`src/rtl/bwt_occ_pkg.sv`:
```
`default_nettype none
// +----------------------------------------------------------------------+
// | bwt_occ_pkg                                                          |
// | Shared types and constants for the BWT occurrence-line responder.    |
// | Rev 1.0 - initial release                                            |
// +----------------------------------------------------------------------+
`ifndef READ_NUM_WIDTH
`define READ_NUM_WIDTH 8
`endif

package bwt_occ_pkg;

  // Occurrence-line address and memory line geometry.
  localparam int ADDR_W  = 42;
  localparam int LINE_W  = 512;
  localparam int FIELD_W = 384;  // bits [383:0] carry counters, the rest is padding
  localparam int CNT_A_W = 32;
  localparam int CNT_B_W = 64;

  // Bit offsets of each counter inside a memory line.
  localparam int A0_LSB = 0;
  localparam int A1_LSB = 32;
  localparam int A2_LSB = 64;
  localparam int A3_LSB = 96;
  localparam int B0_LSB = 128;
  localparam int B1_LSB = 192;
  localparam int B2_LSB = 256;
  localparam int B3_LSB = 320;

  // Lookup sequencer states.
  typedef enum logic [2:0] {
    ST_IDLE    = 3'd0,
    ST_ISSUE_K = 3'd1,
    ST_ISSUE_L = 3'd2,
    ST_WAIT    = 3'd3,
    ST_RESP    = 3'd4
  } occ_state_t;

endpackage
`default_nettype wire

```
`src/rtl/occ_req_fifo.sv`:
```
`default_nettype none
// +----------------------------------------------------------------------+
// | occ_req_fifo                                                         |
// | Synchronous request FIFO holding {tag, addr_k, addr_l} entries.      |
// | Rev 1.0 - initial release                                            |
// +----------------------------------------------------------------------+
module occ_req_fifo #(
  parameter int DEPTH = 4,
  parameter int WIDTH = 8
) (
  input  logic             clk,
  input  logic             rst_n,
  input  logic             push,
  input  logic [WIDTH-1:0] push_data,
  input  logic             pop,
  output logic [WIDTH-1:0] head,
  output logic             empty,
  output logic             full
);

  localparam int PTR_W = $clog2(DEPTH);
  localparam int CNT_W = $clog2(DEPTH) + 1;

  logic [WIDTH-1:0] mem [DEPTH];
  logic [PTR_W-1:0] wr_ptr;
  logic [PTR_W-1:0] rd_ptr;
  logic [CNT_W-1:0] count;
  logic             do_push;
  logic             do_pop;

  // Fullness comes from the registered count only, so a pop in the same
  // cycle never frees a slot for a push.
  assign full    = (count == CNT_W'(DEPTH));
  assign empty   = (count == '0);
  assign do_push = push && !full;
  assign do_pop  = pop && !empty;
  assign head    = mem[rd_ptr];

  // Entry storage; contents are don't-care until written.
  always_ff @(posedge clk) begin
    if (do_push) mem[wr_ptr] <= push_data;
  end

  // Pointers wrap naturally because DEPTH is a power of two.
  always_ff @(posedge clk or negedge rst_n) begin
    if (!rst_n) begin
      wr_ptr <= '0;
      rd_ptr <= '0;
      count  <= '0;
    end else begin
      if (do_push) wr_ptr <= wr_ptr + PTR_W'(1);
      if (do_pop)  rd_ptr <= rd_ptr + PTR_W'(1);
      case ({do_push, do_pop})
        2'b10:   count <= count + CNT_W'(1);
        2'b01:   count <= count - CNT_W'(1);
        default: count <= count;
      endcase
    end
  end

endmodule
`default_nettype wire

```
`src/rtl/bwt_occ_responder.sv`:
```
`default_nettype none
// +----------------------------------------------------------------------+
// | bwt_occ_responder                                                    |
// | Fetches the k and l occurrence lines for each queued lookup and      |
// | returns their counter fields, one lookup in flight, in order.        |
// | Rev 1.0 - initial release                                            |
// +----------------------------------------------------------------------+
module bwt_occ_responder
  import bwt_occ_pkg::*;
#(
  parameter int FIFO_DEPTH = 4,
  parameter int RN_W       = `READ_NUM_WIDTH
) (
  input  logic                clk,
  input  logic                rst_n,
  input  logic                request_valid,
  input  logic [RN_W-1:0]     req_read_num,
  input  logic [ADDR_W-1:0]   addr_k,
  input  logic [ADDR_W-1:0]   addr_l,
  output logic                req_ready,
  output logic                mem_rd_valid,
  output logic [ADDR_W-1:0]   mem_rd_addr,
  input  logic                mem_rd_ready,
  input  logic                mem_rsp_valid,
  input  logic [LINE_W-1:0]   mem_rsp_data,
  input  logic                stall,
  output logic                resp_valid,
  output logic [RN_W-1:0]     resp_read_num,
  output logic [CNT_A_W-1:0]  cnt_a0,
  output logic [CNT_A_W-1:0]  cnt_a1,
  output logic [CNT_A_W-1:0]  cnt_a2,
  output logic [CNT_A_W-1:0]  cnt_a3,
  output logic [CNT_B_W-1:0]  cnt_b0,
  output logic [CNT_B_W-1:0]  cnt_b1,
  output logic [CNT_B_W-1:0]  cnt_b2,
  output logic [CNT_B_W-1:0]  cnt_b3,
  output logic [CNT_A_W-1:0]  cntl_a0,
  output logic [CNT_A_W-1:0]  cntl_a1,
  output logic [CNT_A_W-1:0]  cntl_a2,
  output logic [CNT_A_W-1:0]  cntl_a3,
  output logic [CNT_B_W-1:0]  cntl_b0,
  output logic [CNT_B_W-1:0]  cntl_b1,
  output logic [CNT_B_W-1:0]  cntl_b2,
  output logic [CNT_B_W-1:0]  cntl_b3
);

  localparam int ENTRY_W = RN_W + 2 * ADDR_W;

  occ_state_t          state, state_nx;
  logic [RN_W-1:0]     tag_q;
  logic [ADDR_W-1:0]   addr_k_q, addr_l_q;
  logic                got_k;
  logic [FIELD_W-1:0]  line_k, line_l;
  logic                fifo_empty, fifo_full, pop, take_k, take_l, same_line;
  logic [ENTRY_W-1:0]  head;
  logic                unused_rsp_hi;

  occ_req_fifo #(
    .DEPTH (FIFO_DEPTH),
    .WIDTH (ENTRY_W)
  ) u_fifo (
    .clk       (clk),
    .rst_n     (rst_n),
    .push      (request_valid),
    .push_data ({req_read_num, addr_k, addr_l}),
    .pop       (pop),
    .head      (head),
    .empty     (fifo_empty),
    .full      (fifo_full)
  );

  assign req_ready     = !fifo_full;
  assign same_line     = (addr_k_q == addr_l_q);
  assign unused_rsp_hi = ^mem_rsp_data[LINE_W-1:FIELD_W];

  // Next-state, memory command and beat-capture decode.
  always_comb begin
    state_nx     = state;
    pop          = 1'b0;
    take_k       = 1'b0;
    take_l       = 1'b0;
    mem_rd_valid = 1'b0;
    mem_rd_addr  = '0;
    case (state)
      ST_IDLE: begin
        if (!fifo_empty) begin
          pop      = 1'b1;
          state_nx = ST_ISSUE_K;
        end
      end
      ST_ISSUE_K: begin
        mem_rd_valid = 1'b1;
        mem_rd_addr  = addr_k_q;
        if (mem_rd_ready) state_nx = same_line ? ST_WAIT : ST_ISSUE_L;
      end
      ST_ISSUE_L: begin
        mem_rd_valid = 1'b1;
        mem_rd_addr  = addr_l_q;
        // The k beat may overtake the l command handshake.
        take_k       = mem_rsp_valid && !got_k;
        if (mem_rd_ready) state_nx = ST_WAIT;
      end
      ST_WAIT: begin
        if (mem_rsp_valid) begin
          if (!got_k) begin
            take_k = 1'b1;
            if (same_line) begin
              take_l   = 1'b1;
              state_nx = ST_RESP;
            end
          end else begin
            take_l   = 1'b1;
            state_nx = ST_RESP;
          end
        end
      end
      ST_RESP: begin
        if (!stall) begin
          if (!fifo_empty) begin
            pop      = 1'b1;
            state_nx = ST_ISSUE_K;
          end else begin
            state_nx = ST_IDLE;
          end
        end
      end
      default: state_nx = ST_IDLE;
    endcase
  end

  // State, latched lookup context and captured line data.
  always_ff @(posedge clk or negedge rst_n) begin
    if (!rst_n) begin
      state    <= ST_IDLE;
      tag_q    <= '0;
      addr_k_q <= '0;
      addr_l_q <= '0;
      got_k    <= 1'b0;
      line_k   <= '0;
      line_l   <= '0;
    end else begin
      state <= state_nx;
      if (pop) begin
        tag_q    <= head[ENTRY_W-1 -: RN_W];
        addr_k_q <= head[2*ADDR_W-1 -: ADDR_W];
        addr_l_q <= head[ADDR_W-1:0];
        got_k    <= 1'b0;
      end
      if (take_k) begin
        line_k <= mem_rsp_data[FIELD_W-1:0];
        got_k  <= 1'b1;
      end
      if (take_l) line_l <= mem_rsp_data[FIELD_W-1:0];
    end
  end

  assign resp_valid    = (state == ST_RESP);
  assign resp_read_num = tag_q;
  assign cnt_a0  = line_k[A0_LSB +: CNT_A_W];
  assign cnt_a1  = line_k[A1_LSB +: CNT_A_W];
  assign cnt_a2  = line_k[A2_LSB +: CNT_A_W];
  assign cnt_a3  = line_k[A3_LSB +: CNT_A_W];
  assign cnt_b0  = line_k[B0_LSB +: CNT_B_W];
  assign cnt_b1  = line_k[B1_LSB +: CNT_B_W];
  assign cnt_b2  = line_k[B2_LSB +: CNT_B_W];
  assign cnt_b3  = line_k[B3_LSB +: CNT_B_W];
  assign cntl_a0 = line_l[A0_LSB +: CNT_A_W];
  assign cntl_a1 = line_l[A1_LSB +: CNT_A_W];
  assign cntl_a2 = line_l[A2_LSB +: CNT_A_W];
  assign cntl_a3 = line_l[A3_LSB +: CNT_A_W];
  assign cntl_b0 = line_l[B0_LSB +: CNT_B_W];
  assign cntl_b1 = line_l[B1_LSB +: CNT_B_W];
  assign cntl_b2 = line_l[B2_LSB +: CNT_B_W];
  assign cntl_b3 = line_l[B3_LSB +: CNT_B_W];

  // A request offered while full is lost; the caller must honour req_ready.
  a_no_drop: assert property (@(posedge clk) disable iff (!rst_n)
    !(request_valid && !req_ready));

  // Read data is only expected while a lookup is collecting beats.
  a_rsp_window: assert property (@(posedge clk) disable iff (!rst_n)
    !(mem_rsp_valid && !(state == ST_ISSUE_L || state == ST_WAIT)));

endmodule
`default_nettype wire

```
`config.mk`:
```
export PLATFORM = sky130hd
export DESIGN_NAME = bwt_occ_responder
export DESIGN_NICKNAME = d
export VERILOG_FILES = /design/src/rtl/bwt_occ_pkg.sv /design/src/rtl/occ_req_fifo.sv /design/src/rtl/bwt_occ_responder.sv
export SDC_FILE = /design/constraint.sdc
export NUM_CORES = 1
export LEC_CHECK = 0
export ABC_AREA = 0
export CORE_AREA = 3 3 563 565
export DETAILED_ROUTE_END_ITERATION = 12
export DIE_AREA = 0 0 566 568
export GPL_ROUTABILITY_DRIVEN = 0
export PLACE_DENSITY = 0.49
export SETUP_SLACK_MARGIN = 0.02
export SYNTH_ARGS = -nofsm -noshare
export SYNTH_HDL_FRONTEND = slang
export SYNTH_SLANG_ARGS = --single-unit
export TNS_END_PERCENT = 50
```
`constraint.sdc`:
```
create_clock -name clk -period 9.1 [get_ports clk]
set_clock_uncertainty 0.2 [all_clocks]
set_input_delay 1.82 -clock clk [delete_from_list [all_inputs] [get_ports clk]]
set_output_delay 1.82 -clock clk [all_outputs]
set_load 0.02 [all_outputs]
```
==> results of run 1 <==
[cells by family after synthesis]
kind of cell    count (synthesis)  synth area share
fa+ha+maj                       6           0.00141
flops                        1239             0.560
compound gates               1203             0.155
mux                           569             0.127
simple gates                 1204             0.112
buf+inv                       519            0.0376
xor+xnor                       48           0.00717
[how the worst max path moves through the flow]
stage,cells past startpoint,end
global placement,7,line_l[138]$_DFFE_PN0P_
CTS,5,mem_rd_addr[2]
detailed placement,7,line_l[140]$_DFFE_PN0P_
floorplan,1,u_fifo.mem[0][0]$_DFFE_PP_
finish,5,mem_rd_addr[2]
global route,5,mem_rd_addr[0]
[power by group through the flow]
stage               clock [uW]  sequential, uW  combinational, uW
floorplan                    0           10200               5500
finish                    6190            8850              12500
global placement             0            8850              12500
CTS                       6430            8860              12700
detailed placement           0            8950              12700
global route              6610            9090              13400
[synthesized netlist by cell type, types with 2 or more instances]
cell / count
a221oi_1: 384
nand3b_1: 2
buf_1: 8
edfxtp_1: 368
nor2_1: 5
dfrtp_1: 871
o311ai_1: 385
o21ai_0: 386
nand3_1: 4
and2_1: 3
buf_2: 65
mux2_1: 368
buf_6: 20
nor2b_1: 386
inv_1: 7
clkbuf_1: 412
ha_1: 5
buf_4: 6
mux4_2: 92
or3_1: 3
or4_1: 2
xor2_1: 32
and3_1: 389
xnor2_1: 16
mux2_2: 108
nor4_1: 8
a22o_1: 42
nand4_1: 6
nand2_1: 389
[routing by layer]
layer / GRT usage / vias to the layer above / part of all wire / wire, um
li1: - / 20700 / - / -
met1: 0.207 / 24600 / 0.41 / 115000
met2: 0.268 / 2000 / 0.45 / 128000
met3: 0.0625 / 583 / 0.093 / 26400
met4: 0.0712 / 98 / 0.048 / 13500
met5: 0 / - / 0.0024 / 670
[cells in the final DEF, fill, tap and decap left out, types with 57 or more instances in the layout]
cell type        instances
clkdlybuf4s50_1       1301
dfrtp_1                868
nand2_1                389
o21ai_0                386
nor2b_1                385
o311ai_1               385
and3_1                 384
a221oi_1               384
mux2_1                 368
edfxtp_1               368
clkbuf_16              162
mux2_2                 108
mux4_2                  92
buf_4                   57
[metrics by stage]
step / setup slack, ps / std cells / util / power [uW]
after floorplan: 4450 / 4788 / - / 15700
after global placement: 4030 / 9793 / 0.242 / 21400
after detailed placement: 3970 / 9793 / 0.242 / 21600
after CTS: 3160 / 10100 / 0.258 / 28000
after global routing: 3190 / 10100 / 0.258 / 29100
final: 3370 / 10100 / 0.259 / 27600
[registers in the layout (all words and copies together) (netlist names)]
signal         cells
u_fifo.wr_ptr      2
state              3
resp_read_num      8
u_fifo.count       3
line_k           384
u_fifo.rd_ptr      2
addr_l_q          42
u_fifo.mem       368
line_l           384
addr_k_q          42
got_k              1
[cell type report]
type / instances / area (um2) / share of cell area
multi-input combinational: 3030 / 23600 / 0.293
antenna: 37 / 92.6 / 0.00115
inverter: 8 / 31.3 / 0.000388
clock inverter: 60 / 523 / 0.00649
timing repair buffer: 1376 / 13800 / 0.171
sequential: 1239 / 32900 / 0.407
clock buffer: 221 / 4520 / 0.0560
tap: 4140 / 5180 / 0.0642
==> flow_metrics.py, run 1 <==
metrics = {
    "worst_hold_path": {
        "hp-start": "line_k[35]$_DFFE_PN0P_",
        "min_path_type": "flip-flop to flip-flop",
        "whs_path_depth": 1,
        "hold-path-endpoint": "line_k[35]$_DFFE_PN0P_",
    },
    "detailed_routing": {
        "vias": 47900,
        "drt-pass1-iter-count": 7,
        "first_iter_violations": 3718,
        "via_per_inst": 4.74,
        "routed_wl_um": 284000,
        "drc": 0,
        "wl_per_cell_um": 28.1,
        "final_antenna_net_count": 0,
    },
    "logic_synthesis": {
        "ys_ff_latch": 1239,
        "synthTopCellsByArea": "dfrtp_1, edfxtp_1, mux2_1",
        "avgSynthCellArea_um2": 12.2,
        "yosys.area.top_type": "dfrtp_1",
        "async_flop_share": 0.703,
        "ys.flop_type": "dfrtp_1",
        "netlist_area_um2": 58600,
        "seq_area_frac_synth": 0.560,
        "netlist_instances": 4788,
        "synth_top_cell_area_share": 0.372,
        "synth_cell_types": 45,
        "synth_edf_count": 368,
        "ys_warn_count": 0,
        "syn_nets": 5404,
    },
    "clock_network": {
        "tritoncts": "yes",
        "cts.sinks": 1239,
        "cts_made_buffers": 158,
        "cts_resized": 0,
        "hold_buffers": 0,
        "htree_levels": 4,
        "worstSkewPairLatency_ps": 860,
        "clk_path_buf_depth": 4,
        "post_cts_buffers": 0,
        "cts.clk_slew.worst_paths_ps": 60,
        "cts_root_buf": "clkbuf_16",
    },
    "timing": {
        "hold_violations": 0,
        "finalSetupViolCount": 0,
        "slew_viol_final": 0,
        "min_period_ps": 5730,
        "timing.setup.tns_ps": 0,
        "holdWs_ps": 280,
        "max_freq_ghz": 0.175,
        "min_period_over_period": 0.629,
        "rsz0062_at_grt": "no",
        "tightest_slew_ps": 1290,
        "relSlewSlack": 0.142,
    },
    "grt": {
        "grt_usage": 0.169,
        "grt_pass1_wl_um": 393000,
        "grt_max_degree": 197,
        "antenna_found_initial": 193,
        "first_global_vias": 47500,
        "grt_overflow": 0,
    },
    "floorplanning": {
        "core_area_um2": 312000,
        "start_util": 0.188,
        "die-height_um": 568,
        "ios": 1431,
        "die_w_um": 566,
        "fp-row-count": 205,
        "die_area_um2": 321000,
    },
    "pwr": {
        "leakage_uw": 0.0284,
        "p_sw_uw": 10900,
        "powerDensity_nw_per_um2": 342,
        "combPwrFrac": 0.454,
        "p_sw_frac": 0.395,
        "p_int_uw": 16700,
        "clkPwrFrac": 0.225,
        "p_seq_frac": 0.321,
        "ir_drop_mv": 0.185,
    },
    "critical_path": {
        "start_kind": "flip-flop",
        "reg2reg_depth": 9,
        "crit_arrival_ps": 3710,
        "r2r-start": "addr_l_q[38]$_DFFE_PN0N_",
        "slowest_stage": "clkdlybuf4s50_1",
        "path_max_fanout": 43,
        "crit_required_ps": 7080,
        "slowest_delay_ps": 750,
        "crit_chain": "nor2b_1 > nor2b_4 > buf_4 > a22o_1 > clkdlybuf4s50_1",
        "critPathCaptureType": "primary output",
        "worst-path-buf-inv": 2,
        "path_delay_family": "buffers and inverters",
        "timing.rr.end": "line_l[114]$_DFFE_PN0P_",
        "crit_start": "state[2]$_DFFE_PN0P_",
        "worstSetupPathType": "flip-flop to primary output",
        "ff2ff_setup_slack_ps": 4150,
    },
    "cells_and_area": {
        "final_cell_area_um2": 80600,
        "n_fill_cell": 32500,
        "fin_nets": 6429,
        "area_delta_synth_final_pct": 37.6,
        "drive_gt1_frac": 0.0885,
    },
    "place": {
        "dpl_cell_area_um2": 75500,
        "dp_hpwl_um": 202000,
        "io_buffers": 1302,
    },
    "outcome": {
        "outcome": "complete, no violations",
    },
    "run": {
        "cap_violations": 0,
    },
}
No activity file was read; power rests on OpenSTA's default activity.
==> run 2: changes to the inputs <==
--- a/config.mk
+++ b/config.mk
@@ -10,7 +10,7 @@
 export DETAILED_ROUTE_END_ITERATION = 12
 export DIE_AREA = 0 0 566 568
 export GPL_ROUTABILITY_DRIVEN = 0
-export PLACE_DENSITY = 0.49
+export PLACE_DENSITY = 0.51
 export SETUP_SLACK_MARGIN = 0.02
 export SYNTH_ARGS = -nofsm -noshare
 export SYNTH_HDL_FRONTEND = slang
==> constraint.sdc (replaced) <==
create_clock -name clk -period 4.9 [get_ports clk]
set_clock_uncertainty 0.2 [all_clocks]
set_input_delay 0.98 -clock clk [delete_from_list [all_inputs] [get_ports clk]]
set_output_delay 0.98 -clock clk [all_outputs]
set_load 0.02 [all_outputs]
==> flow_metrics.py, run 2 (synthesis results as in run 1) <==
metrics = {
    "grt": {
        "first_global_vias": 47400,
        "grt_usage": 0.174,
        "grt_pass1_wl_um": 400000,
        "antenna_found_initial": 192,
        "grt_overflow": 0,
        "grt_max_degree": 189,
    },
    "timing": {
        "slew_viol_final": 0,
        "min_period_over_period": 0.933,
        "hold_violations": 0,
        "min_period_ps": 4570,
        "relSlewSlack": 0.230,
        "rsz0062_at_grt": "no",
        "holdWs_ps": 281,
        "finalSetupViolCount": 0,
        "timing.setup.tns_ps": 0,
        "max_freq_ghz": 0.219,
        "tightest_slew_ps": 1150,
    },
    "critical_path": {
        "crit_chain": "nor2b_1 > nor2b_2 > buf_4 > or2_2 > clkdlybuf4s50_1",
        "crit_arrival_ps": 3390,
        "path_delay_family": "buffers and inverters",
        "worst-path-buf-inv": 2,
        "crit_start": "state[2]$_DFFE_PN0P_",
        "path_max_fanout": 29,
        "slowest_stage": "clkdlybuf4s50_1",
        "start_kind": "flip-flop",
        "crit_required_ps": 3720,
        "ff2ff_setup_slack_ps": 1410,
        "crit_path_end": "mem_rd_valid",
        "critPathCaptureType": "primary output",
        "reg2reg_depth": 6,
        "r2r-start": "addr_l_q[17]$_DFFE_PN0N_",
        "timing.rr.end": "line_l[309]$_DFFE_PN0P_",
        "slowest_delay_ps": 810,
        "cp.depth": 5,
        "worstSetupPathType": "flip-flop to primary output",
    },
    "floorplanning": {
        "die_area_um2": 321000,
        "die_w_um": 566,
        "start_util": 0.188,
        "ios": 1431,
        "fp-row-count": 205,
        "core_area_um2": 312000,
        "die-height_um": 568,
    },
    "detailed_routing": {
        "routed_wl_um": 292000,
        "via_per_inst": 4.76,
        "wl_per_cell_um": 28.5,
        "final_antenna_net_count": 0,
        "first_iter_violations": 4274,
        "drt-pass1-iter-count": 8,
        "vias": 48600,
        "drc": 0,
    },
    "clock_network": {
        "clk_path_buf_depth": 4,
        "cts_root_buf": "clkbuf_16",
        "worstSkewPairLatency_ps": 860,
        "cts_resized": 0,
        "post_cts_buffers": 0,
        "hold_buffers": 1,
        "cts.sinks": 1239,
        "cts.clk_slew.worst_paths_ps": 60,
        "htree_levels": 4,
        "tritoncts": "yes",
        "cts_made_buffers": 159,
    },
    "cells_and_area": {
        "drive_gt1_frac": 0.103,
        "final_cell_mix": "clkdlybuf4s50_1, dfrtp_1, nand2_1, o21ai_0",
        "final_common_cell": "clkdlybuf4s50_1",
        "fin_nets": 6514,
        "area_delta_synth_final_pct": 39.8,
        "n_fill_cell": 32400,
        "top_regs": "line_k: 384 flops, line_l: 384 flops, u_fifo.mem: 368 flops",
        "fin_util": 0.263,
    },
    "pwr": {
        "leakage_uw": 0.0291,
        "p_int_uw": 31700,
        "p_sw_frac": 0.395,
        "ir_drop_mv": 0.395,
        "powerDensity_nw_per_um2": 639,
        "combPwrFrac": 0.455,
        "clkPwrFrac": 0.230,
        "p_seq_frac": 0.315,
        "p_sw_uw": 20700,
    },
    "place": {
        "io_buffers": 1302,
        "dp_hpwl_um": 215000,
    },
    "outcome": {
        "outcome": "complete, no violations",
    },
    "run": {
        "cap_violations": 0,
    },
    "worst_hold_path": {
        "min_path_type": "flip-flop to flip-flop",
    },
}
[run 2: changes by cell type in the layout (fill, tap and decap cells not counted), sizes merged]
cell,previous run,this run
clkinv,48,34
clkbuf,221,225
diode,37,59
dlygate4sd3,0,1
clkinvlp,5,10
buf,75,159
clkdlybuf4s50,1301,1300
bufinv,3,10
[run 2: how the worst min path moves through the flow]
stage	slack (ps)	to	cells past startpoint	start
6_report	280	line_k[372]$_DFFE_PN0P_	1	line_k[372]$_DFFE_PN0P_
3_5_place_dp	270	line_k[107]$_DFFE_PN0P_	1	line_k[107]$_DFFE_PN0P_
2_1_floorplan	280	u_fifo.count[2]$_DFFE_PN0P_	1	u_fifo.count[2]$_DFFE_PN0P_
5_1_grt	290	line_k[313]$_DFFE_PN0P_	1	line_k[313]$_DFFE_PN0P_
3_3_place_gp	270	line_k[44]$_DFFE_PN0P_	1	line_k[44]$_DFFE_PN0P_
4_1_cts	290	line_k[346]$_DFFE_PN0P_	1	line_k[346]$_DFFE_PN0P_
[run 2: layout make-up]
type	count	area, um2	area share
Sequential cell	1239	32900	0.401
Clock buffer	225	4600	0.0561
Tap cell	4140	5180	0.0632
Timing Repair Buffer	1460	14800	0.181
Clock inverter	58	716	0.00873
Antenna cell	59	148	0.00180
Multi-Input combinational cell	3030	23600	0.288
Inverter	8	31.3	0.000382
[run 2: worst register-to-register path, delay by kind of cell (launching register included)]
family | cells | cell delay [ps]
AOI/OAI and AO/OA | 2 | 1010
and+or+nand+nor | 2 | 910
buffers and inverters | 1 | 430
DFF | 1 | 400
xor gates and xnor gates | 1 | 300
[run 2: layer usage]
layer  wire length (um)  vias up  global-route usage
li1                   -    20900                   -
met1             117000    24900               0.214
met2             130000     2153               0.268
met3              29600      565              0.0700
met4              14200      124              0.0740
met5                797        -                   0
[run 2: per-stage QoR]
stage                     std cells  power, uW  worst slack, ps  cell area, um2
after floorplan                4788      29100             1090           58600
after global placement         9876      40300              987           76500
after detailed placement       9876      40800              970           76500
after CTS                     10200      53200              110           81800
after global routing          10200      55300             87.4           81900
final                         10200      52400              330           82000
[run 2: power groups by stage]
stage | Clock, uW | Combinational [uW] | Sequential (uW)
6_report | 12100 | 23800 | 16500
5_1_grt | 12800 | 25500 | 16900
4_1_cts | 12500 | 24200 | 16500
3_5_place_dp | 0 | 24100 | 16700
3_3_place_gp | 0 | 23800 | 16500
2_1_floorplan | 0 | 10200 | 18900
